==> src/rtl/cpu_pkg.sv <==
// Shared CPU types for the writeback path.
//   reg_addr_t : 5-bit register-file address
//   word_t     : 32-bit data word
//   wb_entry_t : one pending writeback (destination + data)
//   REG_ZERO   : hard-wired zero register; writes to it are dropped
package cpu_pkg;

   typedef logic [4:0]  reg_addr_t;
   typedef logic [31:0] word_t;

   typedef struct packed {
      reg_addr_t rd;
      word_t     data;
   } wb_entry_t;

   localparam reg_addr_t REG_ZERO = 5'd0;

endpackage

==> src/rtl/wb_fifo.sv <==
// Synchronous FIFO of writeback entries for the long-latency source.
// Ports:
//   clk, rst_n      clock, synchronous active-low reset (discards contents)
//   push, din       enqueue din when push=1 (caller guarantees !full)
//   pop, head       head is the oldest entry; pop=1 retires it (caller guarantees !empty)
//   full, empty     occupancy flags
//   ent_valid       per-slot valid, for pending-write lookup
//   ent_rd          per-slot destination register
import cpu_pkg::*;

module wb_fifo #(
   parameter int DEPTH = 4
) (
   input  logic                        clk,
   input  logic                        rst_n,
   input  logic                        push,
   input  wb_entry_t                   din,
   input  logic                        pop,
   output wb_entry_t                   head,
   output logic                        full,
   output logic                        empty,
   output logic [DEPTH-1:0]            ent_valid,
   output logic [DEPTH-1:0][4:0]       ent_rd
);

   localparam int AW = $clog2(DEPTH);
   localparam logic [AW:0] PTR_ONE = (AW+1)'(1);

   // One extra pointer bit distinguishes full from empty.
   logic [AW:0] wr_ptr;
   logic [AW:0] rd_ptr;
   logic [AW:0] count;
   wb_entry_t   mem [DEPTH];

   always_ff @(posedge clk) begin
      if (!rst_n) begin
         wr_ptr <= '0;
         rd_ptr <= '0;
      end else begin
         if (push) wr_ptr <= wr_ptr + PTR_ONE;
         if (pop)  rd_ptr <= rd_ptr + PTR_ONE;
      end
   end

   always_ff @(posedge clk) begin
      if (push) mem[wr_ptr[AW-1:0]] <= din;
   end

   assign count = wr_ptr - rd_ptr;
   assign empty = (wr_ptr == rd_ptr);
   assign full  = (wr_ptr[AW] != rd_ptr[AW]) && (wr_ptr[AW-1:0] == rd_ptr[AW-1:0]);
   assign head  = mem[rd_ptr[AW-1:0]];

   // A slot is live when its distance from the read pointer is below the occupancy.
   for (genvar g = 0; g < DEPTH; g++) begin : g_ent
      logic [AW-1:0] offs;
      assign offs         = AW'(g) - rd_ptr[AW-1:0];
      assign ent_valid[g] = ({1'b0, offs} < count);
      assign ent_rd[g]    = mem[g].rd;
   end

endmodule

==> src/rtl/reg_wb_arbiter.sv <==
// Writeback arbiter for the register file's single write port (A3/WD3/WE3).
// The pipeline writeback always wins; long-latency results wait in a FIFO and
// retire in arrival order whenever the pipeline is idle. A starve counter
// requests a pipeline bubble when the FIFO head keeps losing.
// Ports:
//   clk, rst_n                      clock, synchronous active-low reset
//   pipe_we, pipe_rd, pipe_data     pipeline writeback (never back-pressured)
//   lsu_valid/lsu_ready, lsu_rd,
//   lsu_data                        long-latency result handshake
//   rf_we, rf_a3, rf_wd3            registered register-file write port
//   pipe_stall                      bubble request to the hazard unit
//   q_rd, q_pending                 pending-write query (combinational)
//   fwd_hit, fwd_data               only with REG_WB_FWD_EN: bypass of the
//                                   write currently on rf_*
import cpu_pkg::*;

module reg_wb_arbiter #(
   parameter int DEPTH        = 4,
   parameter int STARVE_LIMIT = 3
) (
   input  logic        clk,
   input  logic        rst_n,
   input  logic        pipe_we,
   input  logic [4:0]  pipe_rd,
   input  logic [31:0] pipe_data,
   input  logic        lsu_valid,
   output logic        lsu_ready,
   input  logic [4:0]  lsu_rd,
   input  logic [31:0] lsu_data,
   output logic        rf_we,
   output logic [4:0]  rf_a3,
   output logic [31:0] rf_wd3,
   output logic        pipe_stall,
   input  logic [4:0]  q_rd,
   output logic        q_pending
`ifdef REG_WB_FWD_EN
  ,output logic        fwd_hit,
   output logic [31:0] fwd_data
`endif
);

   localparam int SW = $clog2(STARVE_LIMIT + 1);
   localparam logic [SW-1:0] STARVE_MAX = SW'(STARVE_LIMIT);
   localparam logic [SW-1:0] STARVE_ONE = SW'(1);

   logic                    pipe_req;
   logic                    push;
   logic                    pop;
   logic                    full;
   logic                    empty;
   wb_entry_t               head;
   wb_entry_t               din;
   logic [DEPTH-1:0]        ent_valid;
   logic [DEPTH-1:0][4:0]   ent_rd;
   logic [SW-1:0]           starve_cnt;
   logic [SW-1:0]           starve_nxt;
   logic                    hit;

   // Writes to r0 are no request at all, so the FIFO may use that slot.
   assign pipe_req  = pipe_we && (pipe_rd != REG_ZERO);
   assign lsu_ready = rst_n && !full;
   assign push      = lsu_valid && lsu_ready && (lsu_rd != REG_ZERO);
   assign pop       = !pipe_req && !empty;
   assign din       = '{rd: lsu_rd, data: lsu_data};

   wb_fifo #(.DEPTH(DEPTH)) u_fifo (
      .clk       (clk),
      .rst_n     (rst_n),
      .push      (push),
      .din       (din),
      .pop       (pop),
      .head      (head),
      .full      (full),
      .empty     (empty),
      .ent_valid (ent_valid),
      .ent_rd    (ent_rd)
   );

   always_comb begin
      starve_nxt = starve_cnt;
      if (empty || pop)
         starve_nxt = '0;
      else if (starve_cnt != STARVE_MAX)
         starve_nxt = starve_cnt + STARVE_ONE;
   end

   always_ff @(posedge clk) begin
      if (!rst_n) begin
         rf_we      <= 1'b0;
         rf_a3      <= '0;
         rf_wd3     <= '0;
         starve_cnt <= '0;
         pipe_stall <= 1'b0;
      end else begin
         starve_cnt <= starve_nxt;
         pipe_stall <= (starve_nxt == STARVE_MAX);
         if (pipe_req) begin
            rf_we  <= 1'b1;
            rf_a3  <= pipe_rd;
            rf_wd3 <= pipe_data;
         end else if (pop) begin
            rf_we  <= 1'b1;
            rf_a3  <= head.rd;
            rf_wd3 <= head.data;
         end else begin
            rf_we  <= 1'b0;
         end
      end
   end

   // Pending = still queued, or on the write port this cycle.
   always_comb begin
      hit = rf_we && (rf_a3 == q_rd);
      for (int i = 0; i < DEPTH; i++) begin
         if (ent_valid[i] && (ent_rd[i] == q_rd)) hit = 1'b1;
      end
      q_pending = hit && (q_rd != REG_ZERO);
   end

`ifdef REG_WB_FWD_EN
   assign fwd_hit  = rf_we && (rf_a3 == q_rd) && (q_rd != REG_ZERO);
   assign fwd_data = rf_wd3;
`endif

endmodule
==> config.mk <==
export PLATFORM = sky130hd
export DESIGN_NAME = reg_wb_arbiter
export DESIGN_NICKNAME = d
export VERILOG_FILES = /design/src/rtl/cpu_pkg.sv /design/src/rtl/wb_fifo.sv /design/src/rtl/reg_wb_arbiter.sv
export SDC_FILE = /design/constraint.sdc
export NUM_CORES = 1
export LEC_CHECK = 0
export BUFFER_PORTS_ARGS = -buffer_cell sky130_fd_sc_hd__buf_4
export CAP_MARGIN = 20
export CORE_ASPECT_RATIO = 1.25
export CORE_MARGIN = 4
export CORE_UTILIZATION = 30
export DETAILED_ROUTE_END_ITERATION = 10
export PLACE_DENSITY = 0.49
export SKIP_CTS_REPAIR_TIMING = 1
export SLEW_MARGIN = 20
export SYNTH_ARGS = -nofsm -noshare
export SYNTH_HDL_FRONTEND = slang
export SYNTH_SLANG_ARGS = --single-unit
==> constraint.sdc <==
create_clock -name clk -period 5 [get_ports clk]
set_input_delay 0.25 -clock clk [delete_from_list [all_inputs] [get_ports clk]]
set_output_delay 0.25 -clock clk [all_outputs]
set_load 0.005 [all_outputs]
==> metrics.md, run 1 <==
| Metric | Value |
|---|---|
| Routability Congestion | `0.784` |
| Sequential share of the synthesized area | `67.7%` |
| Clock Path Buffers | `2` |
| GR Util All Layers | `12.7%` |
| Skew final | `0.0137 ns` |
| Count of input and output buffers | `123` |
| Cell taking the most area after synthesis | `edfxtp_1` |
| Syn_area_per_cell | `15.4 sq um` |
| FILL cells | `2480` |
| Cell row count | `between 60 and 70` |
| Core Region | `about 26000 sq um` |
| Crit end category | `output pin` |
| Max incr delay on CP | `about 0.44 ns` |
| Crit-path slowest cell | `dfxtp_1` |
| Post-Syn Area | `8020 sq um` |
| CP max FO | `5` |
| Die Y | `191 um` |
| Ranking of synthesized cells by area | `edfxtp_1 (55%), dfxtp_1 (12%), mux4_2 (10%), nand2_1 (3.5%), a311oi_1 (2.7%)` |
| Boundary Pins | `124` |
| Hold crit path type | `input pin to flop` |
| Critical Path RT | `4.75 ns` |
| Leakage Power | `3.42 nW` |
| Hold slack | `0.0179 ns` |
| DP Worst Slack | `2.19 ns` |
| Hold endpoint | `u_fifo.mem[2][3]$_DFFE_PP_` |
| FF+latch count, synth | `roughly 200` |
| Crit Reg-Reg Endpoint | `u_fifo.mem[2][4]$_DFFE_PP_` |
| Post-synth cell types | `31` |
| Total power | `3.81 mW` |
| Max Slew Vio Count | `0` |
| Routed vias | `between 4000 and 5000` |
| DR DRC count | `0` |
| Flop-to-flop setup slack | `approximately 2.3 ns` |
| Worst-Margin Slew | `about 1.1 ns` |
| First drt pass iteration count | `4` |
| Final hold vios | `0` |
| Most common cell in the netlist | `edfxtp_1` |
| Synth top area share | `55.4%` |
| Syn Inst Count | `521` |
| Clk root buf | `clkbuf_16` |
| Design area | `9810 sq um` |
| GRT overflow | `0` |
| Nets@finish | `730` |
| Vias in the first global route | `a little under 5000` |
| Routed len/inst | `between 15 and 20 um` |
| WS Path Type | `flop to output pin` |
| Synth Flop Type | `edfxtp_1` |
| CP Cell Sequence | `inv_1, ha_1, inv_1, fa_1, inv_1, ha_1, nor2_1, nor2_1, o2111ai_1, nand3_1, o22a_1, buf_4` |
| Synth top cells by count | `edfxtp_1 (148), nand2_1 (75), dfxtp_1 (49)` |
| DRT iter0 DRCs | `about 240` |
| Clock sinks | `197` |
| Final Cycle Share | `63.0%` |
| Starting Density | `30.6%` |
| Reg clk slew, reported paths | `0.08 ns` |
| Arrival time at the worst endpoint | `2.90 ns` |
| CP most frequent cell | `inv_1` |
| Final ANT Viol Nets | `0` |
| IR drop worst, VDD | `0.210 mV` |
| Final worst slack | `1.85 ns` |
| Synth Net Count | `618` |
| Min Tclk post-route | `3.15 ns` |
| CTS Buf Count | `17` |
| Layout area overhead | `22.4%` |
| R2R cell count | `6` |
| Max Fclk | `roughly 0.32 GHz` |
| Hold depth | `1` |
| Largest net degree at the start of global routing | `52` |
| Final setup viols | `0` |
| Warnings, synthesis | `0` |
| Pwr per Cell Area | `388 nW/um^2` |
| Vias per Instance | `4.67` |
| H-tree depth | `4` |
| DPL Wire Length | `roughly 12000 um` |
| Reg2reg start | `u_fifo.rd_ptr[1]$_SDFFE_PN0P_` |
| Diode count | `0` |
| CTS tree | `done` |
| DRT Wirelength | `18300 um` |
| Hold Crit Start | `lsu_data[3]` |
| Status | `complete, no violations` |
| Fraction of layout cells with a size suffix above 1 | `33.6%` |
| Post-synth EDFFs | `148` |
| Die area | `29400 sq um` |
| Max cap viols | `0` |
| First-pass GRT wire length | `28400 um` |
| Async S/R FF share, synth | `0%` |
| Unrepaired setup endpoints after global routing | `no` |
| Clk_lat worst skew | `0.43 ns` |
| Crit start category | `flop` |
| Placed Area | `around 9200 sq um` |
| Die W | `~150 um` |
| Initial antenna violation count | `2` |
| Setup TNS | `0 ns` |
| Slew margin rel. | `29.8%` |
## flip-flops by register name, summed over array words and instances (netlist names), named ones only
name / flops
u_fifo.mem: 148
rf_wd3: 32
rf_a3: 5
u_fifo.rd_ptr: 3
u_fifo.wr_ptr: 3
starve_cnt: 2
pipe_stall: 1
rf_we: 1
## area by class of cell
| class | count | area (sq um) | area share [%] |
|---|---|---|---|
| clock inverter | 13 | 113 | 1.15 |
| tap | 340 | 425 | 4.34 |
| inverter | 12 | 45.0 | 0.459 |
| multi-input combinational | 279 | 2400 | 24.4 |
| timing repair buffer | 126 | 946 | 9.64 |
| sequential | 197 | 5430 | 55.4 |
| clock buffer | 19 | 453 | 4.62 |
## critical path, delay by kind of cell, from the launching register on
family          cells  cell delay (ns)
compound gates      2             0.39
fa+ha+maj           3             0.91
flops               1             0.44
simple gates        3             0.24
buf+inv             4             0.51
## report_power, final
| part | switching [mW] | internal [mW] | leakage, nW |
|---|---|---|---|
| Clock | 0.628 | 0.681 | 0.283 |
| Combinational | 0.297 | 0.283 | 1.39 |
| Sequential | 0.0856 | 1.83 | 1.75 |
| Total | 1.01 | 2.79 | 3.42 |
## layout by cell type, fill, tap and decap left out, types with 2 or more instances in the layout
| cell type | n |
|---|---|
| xnor2_1 | 13 |
| or4_1 | 3 |
| clkbuf_16 | 17 |
| inv_8 | 3 |
| inv_6 | 2 |
| clkinv_2 | 2 |
| o2111ai_1 | 4 |
| mux4_2 | 37 |
| a22oi_1 | 2 |
| inv_1 | 11 |
| dfxtp_1 | 47 |
| nor3_1 | 4 |
| mux2_2 | 2 |
| ha_1 | 13 |
| xor2_1 | 18 |
| buf_4 | 126 |
| edfxtp_1 | 148 |
| nand2_1 | 75 |
| clkbuf_8 | 2 |
| a311oi_2 | 10 |
| inv_4 | 3 |
| nor2_1 | 46 |
| and2_4 | 2 |
| a21oi_1 | 7 |
| and2_1 | 2 |
| o21ai_0 | 3 |
| dfxtp_4 | 2 |
| a311oi_1 | 25 |
| nand3_1 | 4 |
## logic make-up after synthesis
group,Yosys count,synth area share (%)
AND/OR/NAND/NOR,142,7.19
multiplexers,39,10.7
AO/OA/AOI/OAI,53,6.07
flip-flops,197,67.7
buffers and inverters,45,2.73
adder cells (fa/ha/maj),14,2.28
XOR/XNOR,31,3.39
## worst max-delay path by stage
stage / startpoint / cells past startpoint / slack, ns / endpoint
2_1_floorplan: u_fifo.rd_ptr[1]$_SDFFE_PN0P_ / 7 / 0.83 / u_fifo.wr_ptr[2]$_SDFFE_PN0P_
3_3_place_gp: u_fifo.rd_ptr[1]$_SDFFE_PN0P_ / 6 / 2.28 / u_fifo.mem[2][14]$_DFFE_PP_
3_5_place_dp: u_fifo.rd_ptr[1]$_SDFFE_PN0P_ / 6 / 2.19 / u_fifo.mem[1][14]$_DFFE_PP_
4_1_cts: u_fifo.wr_ptr[0]$_SDFFE_PN0P_ / 12 / 1.82 / q_pending
5_1_grt: u_fifo.wr_ptr[0]$_SDFFE_PN0P_ / 12 / 1.64 / q_pending
6_report: u_fifo.wr_ptr[0]$_SDFFE_PN0P_ / 12 / 1.85 / q_pending
## layer usage
| metal | routed length, um | vias to the layer above | part of all wire [%] | track usage [%] |
|---|---|---|---|---|
| li1 | - | 2188 | - | - |
| met1 | 7310 | 2309 | 40 | 15.0 |
| met2 | 9690 | 88 | 53 | 22.4 |
| met3 | 987 | 20 | 5.4 | 3.63 |
| met4 | 279 | 4 | 1.5 | 3.70 |
| met5 | 34 | - | 0.19 | 0 |
## metrics by stage
| step | instances | utilization (%) |
|---|---|---|
| finish | 986 | 37.5 |
| global route | 986 | 37.5 |
| CTS | 986 | 37.5 |
| detailed placement | 954 | 35.3 |
| global placement | 954 | 35.3 |
| floorplan | 521 | - |
Note: power is estimated with default switching activity, not from simulation.
==> inputs of run 2 (changes only) <==
Settings changed: ABC_AREA set to 1, PLACE_DENSITY 0.49 to 0.48.
Clock period 5 ns to 3 ns, I/O delays scaled along.
==> run 2 against run 1 <==
  * Combinational power rose by 140%
  * Die area rose by 3.3%
  * Flip-flop and latch count did not move
  * Sequential share of layout area fell by 4.3 points
  * Highest routed layer is now met4
  * Via count rose by 31%
  * Register-to-register slack got worse by 1.6 ns
  * Non-clock buffer count rose by 55
  * Core utilization rose by 1.8 points
  * First-iteration DRC count rose by 17%
==> metrics.md, run 2 <==
| Metric | Value |
|---|---|
| Flop-to-flop setup slack | `0.68 ns (-1.57 ns)` |
| H-tree depth | `4 (unchanged)` |
| CP max FO | `6 (+1)` |
| Starting Density | `30.6% (about the same)` |
| Synth top cells by count | `edfxtp_1 (148), nor2_1 (129), o21ai_0 (106)` |
| Sequential share of the synthesized area | `65.4% (-2.3 points)` |
| FF+latch count, synth | `197 (unchanged)` |
| Ranking of synthesized cells by area | `edfxtp_1 (54%), dfxtp_1 (12%), o21ai_0 (6.4%), nor2_1 (5.8%), nand2_1 (4.2%)` |
| Die Y | `194 um (+1.7%)` |
| Fraction of layout cells with a size suffix above 1 | `20.1% (-13 points)` |
| Crit-path slowest cell | `fa_1` |
| Cell taking the most area after synthesis | `edfxtp_1` |
| Slew margin rel. | `44.3% (+15 points)` |
| Max cap viols | `0 (unchanged)` |
| DRT Wirelength | `22400 um (+22%)` |
| CTS tree | `done` |
| Synth Area in Simple Gates | `13.9% (+6.7 points)` |
| Most frequent cells in the layout | `edfxtp_1 (148), buf_4 (135), nor2_1 (125), o21ai_0 (106), nand2_1 (92)` |
| Clock Path Buffers | `2 (unchanged)` |
| Switching power | `1.95 mW (+93%)` |
| First-pass GRT wire length | `34500 um (+21%)` |
| Hold Crit Start | `pipe_data[23]` |
| Clock power frac | `33.6% (-0.8 points)` |
| Crit path to | `q_pending` |
| Critical Path RT | `2.85 ns (-1.90 ns)` |
| GRT overflow | `0 (unchanged)` |
| Most common cell in the netlist | `edfxtp_1` |
| Area of the multi-input gates | `2490 sq um (+3.7%)` |
| R2R cell count | `8 (+2)` |
| Post-Syn Area | `8300 sq um (+3.5%)` |
| Vias per Instance | `4.68 (about the same)` |
| Hold slack | `0.0159 ns (-0.00205 ns)` |
| IR drop worst, VDD | `0.386 mV (+84%)` |
| Crit end category | `output pin` |
| Sequential power share | `46.1% (-4.3 points)` |
| FILL cells | `2667 (+7.5%)` |
| Pwr per Cell Area | `651 nW/um^2 (+68%)` |
| CTS Buf Count | `17 (unchanged)` |
| Clock sinks | `197 (unchanged)` |
| Reg clk slew, reported paths | `0.07 ns (about the same)` |
| Count of input and output buffers | `123 (unchanged)` |
| Layout area overhead | `28.2%` |
| Vias in the first global route | `6041 (+22%)` |
| Flip-flop and latch area | `5430 sq um (about the same)` |
| Adder-Cell Fraction of Synth Area | `2.20% (-0.077 points)` |
| Final Cycle Share | `93.3%` |
| Syn_area_per_cell | `10.7 sq um (-30%)` |
| Diode count | `0 (unchanged)` |
| Die area | `30400 sq um (+3.3%)` |
| WS Path Type | `flop to output pin` |
| Reg2reg start | `u_fifo.rd_ptr[1]$_SDFFE_PN0P_` |
| DPL Wire Length | `14500 um (+20%)` |
| Routability Congestion | `0.727 (-7.3%)` |
| Largest family of logic cells by synthesized area | `simple AND/OR/NAND/NOR gates` |
| Initial antenna violation count | `0 (-2)` |
| Final setup viols | `0 (unchanged)` |
| Net Sw Frac | `28.1% (+1.6 points)` |
| Routed vias | `6036 (+31%)` |
| Leakage Power | `4.13 nW (+21%)` |
| Nets@finish | `1029 (+41%)` |
| Async S/R FF share, synth | `0% (unchanged)` |
| Synth Area in XOR/XNOR | `1.79% (-1.6 points)` |
| Crit path buffers/inverters | `4 (unchanged)` |
| Unrepaired setup endpoints after global routing | `no` |
| Status | `complete, no violations` |
| Final hold vios | `0 (unchanged)` |
| Core Region | `27100 sq um (+3.4%)` |
| Arrival time at the worst endpoint | `2.65 ns (-0.25 ns)` |
| Clk root buf | `clkbuf_16` |
| Mux contribution to synthesized area | `0% (-11 points)` |
| Max Slew Vio Count | `0 (unchanged)` |
| Boundary Pins | `124 (unchanged)` |
| First drt pass iteration count | `4 (unchanged)` |
| Routed len/inst | `17.3 um (-6.6%)` |
| Leading cell type in the layout, fill and taps excluded | `edfxtp_1` |
| Clk_lat worst skew | `0.43 ns (about the same)` |
| Worst-Margin Slew | `0.834 ns (-0.220 ns)` |
| DRT iter0 DRCs | `277 (+17%)` |
| Max incr delay on CP | `0.40 ns (-0.04 ns)` |
| Compound-Gate Fraction of Synth Area | `11.7% (+5.7 points)` |
| Warnings, synthesis | `0 (unchanged)` |
| Min Tclk post-route | `2.80 ns` |
| Skew final | `0.00926 ns (-0.00449 ns)` |
| Util after Layout | `39.3% (+1.8 points)` |
| Cell row count | `67 (+1.5%)` |
| Comb pwr share | `20.3% (+5.1 points)` |
| Max Fclk | `0.357 GHz` |
| Final ANT Viol Nets | `0 (unchanged)` |
| Post-synth EDFFs | `148 (unchanged)` |
| Die W | `157 um (+1.6%)` |
| CP Cell Sequence | `inv_2, ha_1, inv_1, fa_1, inv_1, ha_1, o21bai_1, nand3_1, nand3_1, nand2_1, nor2_2, nor2_1, buf_4` |
| Crit Reg-Reg Endpoint | `u_fifo.mem[1][2]$_DFFE_PP_` |
| GR Util All Layers | `14.8% (+2.1 points)` |
| Post-synth cell types | `34 (+9.7%)` |
| Synth Flop Type | `edfxtp_1` |
| Largest net degree at the start of global routing | `54 (+3.8%)` |
| CP Depth | `13 (+1)` |
| Delay-heaviest family, CP | `adder cells` |
| CP Launch Point | `u_fifo.wr_ptr[0]$_SDFFE_PN0P_` |
| DR DRC count | `0 (unchanged)` |
| Synth top area share | `53.6% (-1.9 points)` |
| Setup TNS | `0 ns (unchanged)` |
| Syn Inst Count | `775 (+49%)` |
| Total power | `6.93 mW (+82%)` |
| Hold crit path type | `input pin to flop` |
| Crit start category | `flop` |
| Power Internal | `4.98 mW (+78%)` |
| Max reg flops | `148 (unchanged)` |
| Synth Net Count | `872 (+41%)` |
run 2: logic make-up (layout without fill, tap and decap cells):
logic type	after synthesis	count (layout)
AOI/OAI and AO/OA	176	176
xor gates and xnor gates	17	17
buffers and inverters	92	262
DFF	197	197
and+or+nand+nor	279	279
adders and majority gates	14	14
run 2: how the worst min path moves through the flow:
stage	end	cells after the start	slack (ns)
after floorplan	u_fifo.mem[0][0]$_DFFE_PP_	0	0.25
after global placement	u_fifo.mem[3][30]$_DFFE_PP_	1	0.35
after detailed placement	u_fifo.mem[0][6]$_DFFE_PP_	1	0.35
after CTS	u_fifo.mem[3][10]$_DFFE_PP_	1	-0.10
after global routing	rf_wd3[23]$_SDFFE_PN0P_	5	0.02
final	rf_wd3[23]$_SDFFE_PN0P_	5	0.02
run 2: per-stage QoR:
stage	instance area [sq um]	std cells	setup WS (ns)
after floorplan	8300	775	-0.225
after global routing	10600	1290	0.0119
final	10600	1290	0.201
after global placement	9620	1216	0.526
after CTS	10200	1248	0.0211
after detailed placement	9620	1216	0.491
run 2: final cells by class:
cell class,count,area share [%]
inverters,49,1.76
multi-input cells,486,23.4
well taps,345,4.06
repair buffers,181,14.2
flip-flops and latches,197,51.0
clock buffers,21,4.14
clock inverters,11,1.41
run 2: power by group through the flow:
stage	combinational, mW	clock, mW	sequential, mW
after global routing	1.61	2.50	3.22
final	1.41	2.32	3.19
after CTS	1.40	2.38	3.20
after detailed placement	1.39	0	3.26
after global placement	1.39	0	3.26
after floorplan	0.862	0	3.23
run 2: tightest hold or removal path: cells and delay by family:
kind	cells	cell delay (ns)
buffers and inverters	2	0.12
AND/OR/NAND/NOR	3	0.15
run 2: metal layers:
metal,part of all wire [%],GRT usage [%],vias to the layer above
met1,43,18.1,2911
li1,-,-,2994
met3,3.3,3.01,24
met5,0,0,-
met4,1.9,4.86,0
met2,51,26.0,107
==> inputs of run 3 (changes only) <==
Settings changed: MAX_ROUTING_LAYER set to met4.
==> run 3 against run 2 <==
  * First-iteration DRC count fell by 5.8%
  * Setup slack improved by 0.0010 ns
  * Fmax about the same
  * Clock skew about the same
  * Sequential share of layout area hardly changed
  * Critical path depth unchanged
==> metrics.md, run 3 (synthesized netlist as in run 2, its figures left out) <==
| Metric | Value |
|---|---|
| Slew margin rel. | `42.8% (-1.5 points)` |
| R2R cell count | `8 (unchanged)` |
| Crit path to | `q_pending` |
| Layout area overhead | `28.2% (about the same)` |
| GR met3 Demand/Resource | `2.95% (-0.067 points)` |
| Die W | `157 um (unchanged)` |
| First-pass GRT wire length | `34500 um (about the same)` |
| Core Region | `27100 sq um (unchanged)` |
| Final setup viols | `0 (unchanged)` |
| Clk root buf | `clkbuf_16` |
| GR Layer Usage met2 | `25.9% (-0.048 points)` |
| Crit-path slowest cell | `fa_1` |
| Vias in the first global route | `6047 (+0.099%)` |
| DPL Wire Length | `14500 um (unchanged)` |
| CP Cell Sequence | `inv_2, ha_1, inv_1, fa_1, inv_1, ha_1, o21bai_1, nand3_1, nand3_1, nand2_1, nor2_2, nor2_1, buf_4` |
| Unrepaired setup endpoints after global routing | `no` |
| Nets@finish | `1029 (unchanged)` |
| Critical Path RT | `2.85 ns (about the same)` |
| Vias per Instance | `4.71 (+0.63%)` |
| Crit end category | `output pin` |
| Die Y | `194 um (unchanged)` |
| Largest net degree at the start of global routing | `54 (unchanged)` |
| Leading cell type in the layout, fill and taps excluded | `edfxtp_1` |
| DRT Wirelength | `22400 um (about the same)` |
| Crit Reg-Reg Endpoint | `u_fifo.mem[1][2]$_DFFE_PP_` |
| Placed Area | `9620 sq um (unchanged)` |
| Hold crit path type | `input pin to flop` |
| GRT overflow | `0 (unchanged)` |
| Reg clk slew, reported paths | `0.07 ns (about the same)` |
| DRT iter0 DRCs | `261 (-5.8%)` |
| Count of input and output buffers | `123 (unchanged)` |
| Leakage Power | `4.13 nW (unchanged)` |
| Routed len/inst | `17.3 um (about the same)` |
| CTS tree | `done` |
| Final Cycle Share | `93.3% (about the same)` |
| Min Tclk post-route | `2.80 ns (-0.00105 ns)` |
| First drt pass iteration count | `4 (unchanged)` |
| FILL cells | `2666 (-0.037%)` |
| Setup TNS | `0 ns (unchanged)` |
| CP max FO | `6 (unchanged)` |
| CP Launch Point | `u_fifo.wr_ptr[0]$_SDFFE_PN0P_` |
| Design area | `10600 sq um (about the same)` |
| Routed vias | `6079 (+0.71%)` |
| Status | `complete, no violations` |
| Arrival time at the worst endpoint | `2.65 ns (about the same)` |
| Final hold vios | `0 (unchanged)` |
| Crit start category | `flop` |
| Worst-Margin Slew | `0.856 ns (+0.0224 ns)` |
| CTS Buf Count | `17 (unchanged)` |
| IR drop worst, VDD | `0.386 mV (about the same)` |
| Max incr delay on CP | `0.40 ns (about the same)` |
| Cell row count | `67 (unchanged)` |
| Most frequent cells in the layout | `edfxtp_1 (148), buf_4 (135), nor2_1 (125), o21ai_0 (106), nand2_1 (92)` |
| Routability Congestion | `0.738 (+1.5%)` |
| Grt met1 use | `18.2% (+0.086 points)` |
| Clock sinks | `197 (unchanged)` |
| DR DRC count | `0 (unchanged)` |
| Delay-heaviest family, CP | `adder cells` |
| Boundary Pins | `124 (unchanged)` |
| Clock Path Buffers | `2 (unchanged)` |
| H-tree depth | `4 (unchanged)` |
| Skew final | `0.00898 ns (-0.000275 ns)` |
| Initial antenna violation count | `1 (+1)` |
| GR Util All Layers | `15.2% (+0.43 points)` |
| Final ANT Viol Nets | `0 (unchanged)` |
| Max cap viols | `0 (unchanged)` |
| Reg2reg start | `u_fifo.rd_ptr[1]$_SDFFE_PN0P_` |
| CP Depth | `13 (unchanged)` |
| WS Path Type | `flop to output pin` |
| Max Fclk | `0.357 GHz (about the same)` |
| Clk_lat worst skew | `0.43 ns (about the same)` |
| Flop-to-flop setup slack | `0.70 ns (+0.02 ns)` |
| Pwr per Cell Area | `651 nW/um^2 (about the same)` |
| Max reg flops | `148 (unchanged)` |
| GR peak layer | `met2` |
| Crit path buffers/inverters | `4 (unchanged)` |
| Max Slew Vio Count | `0 (unchanged)` |
| Fraction of layout cells with a size suffix above 1 | `20.1% (unchanged)` |
| Starting Density | `30.6% (unchanged)` |
| Die area | `30400 sq um (unchanged)` |
-- run 3: worst min-delay path by stage --
stage / start / endpoint / slack (ns) / cells past startpoint
detailed placement: lsu_data[6] / u_fifo.mem[0][6]$_DFFE_PP_ / 0.35 / 1
global placement: lsu_data[30] / u_fifo.mem[3][30]$_DFFE_PP_ / 0.35 / 1
CTS: lsu_data[10] / u_fifo.mem[3][10]$_DFFE_PP_ / -0.10 / 1
finish: pipe_data[23] / rf_wd3[23]$_SDFFE_PN0P_ / 0.02 / 5
floorplan: lsu_data[0] / u_fifo.mem[0][0]$_DFFE_PP_ / 0.25 / 0
global route: pipe_data[23] / rf_wd3[23]$_SDFFE_PN0P_ / 0.02 / 5
-- run 3: area by class of cell --
cell class / count / area, sq um / share of cell area [%]
Tap cell: 345 / 432 / 4.06
Inverter: 49 / 188 / 1.76
Clock inverter: 11 / 150 / 1.41
Sequential cell: 197 / 5430 / 51.0
Timing Repair Buffer: 181 / 1510 / 14.2
Antenna cell: 1 / 2.50 / 0.0235
Multi-Input combinational cell: 486 / 2490 / 23.4
Clock buffer: 21 / 440 / 4.14
-- run 3: routing by layer --
metal  wire length, um  vias up
met5                 0        -
met4               393        0
met3               863       22
met2             11500      138
met1              9560     2918
li1                  -     3001
-- run 3: where the power goes --
group	switching, mW	leakage [nW]	internal, mW
Clock	1.00	0.283	1.32
Combinational	0.842	2.10	0.566
Sequential	0.104	1.75	3.09
-- run 3: worst min-delay path: cells and delay by family --
kind	cells	cell delay, ns
buf+inv	2	0.12
simple gates	3	0.15
-- run 3: metrics by stage --
step | total power [mW] | instances | hold slack, ns | utilization (%) | worst slack, ns
2_1_floorplan | 4.09 | 775 | 0.249 | - | -0.225
3_3_place_gp | 4.65 | 1216 | 0.355 | 35.5 | 0.526
3_5_place_dp | 4.65 | 1216 | 0.354 | 35.5 | 0.491
4_1_cts | 6.98 | 1248 | -0.104 | 37.7 | 0.0211
5_1_grt | 7.32 | 1291 | 0.0181 | 39.3 | 0.0119
6_report | 6.92 | 1291 | 0.0158 | 39.3 | 0.202
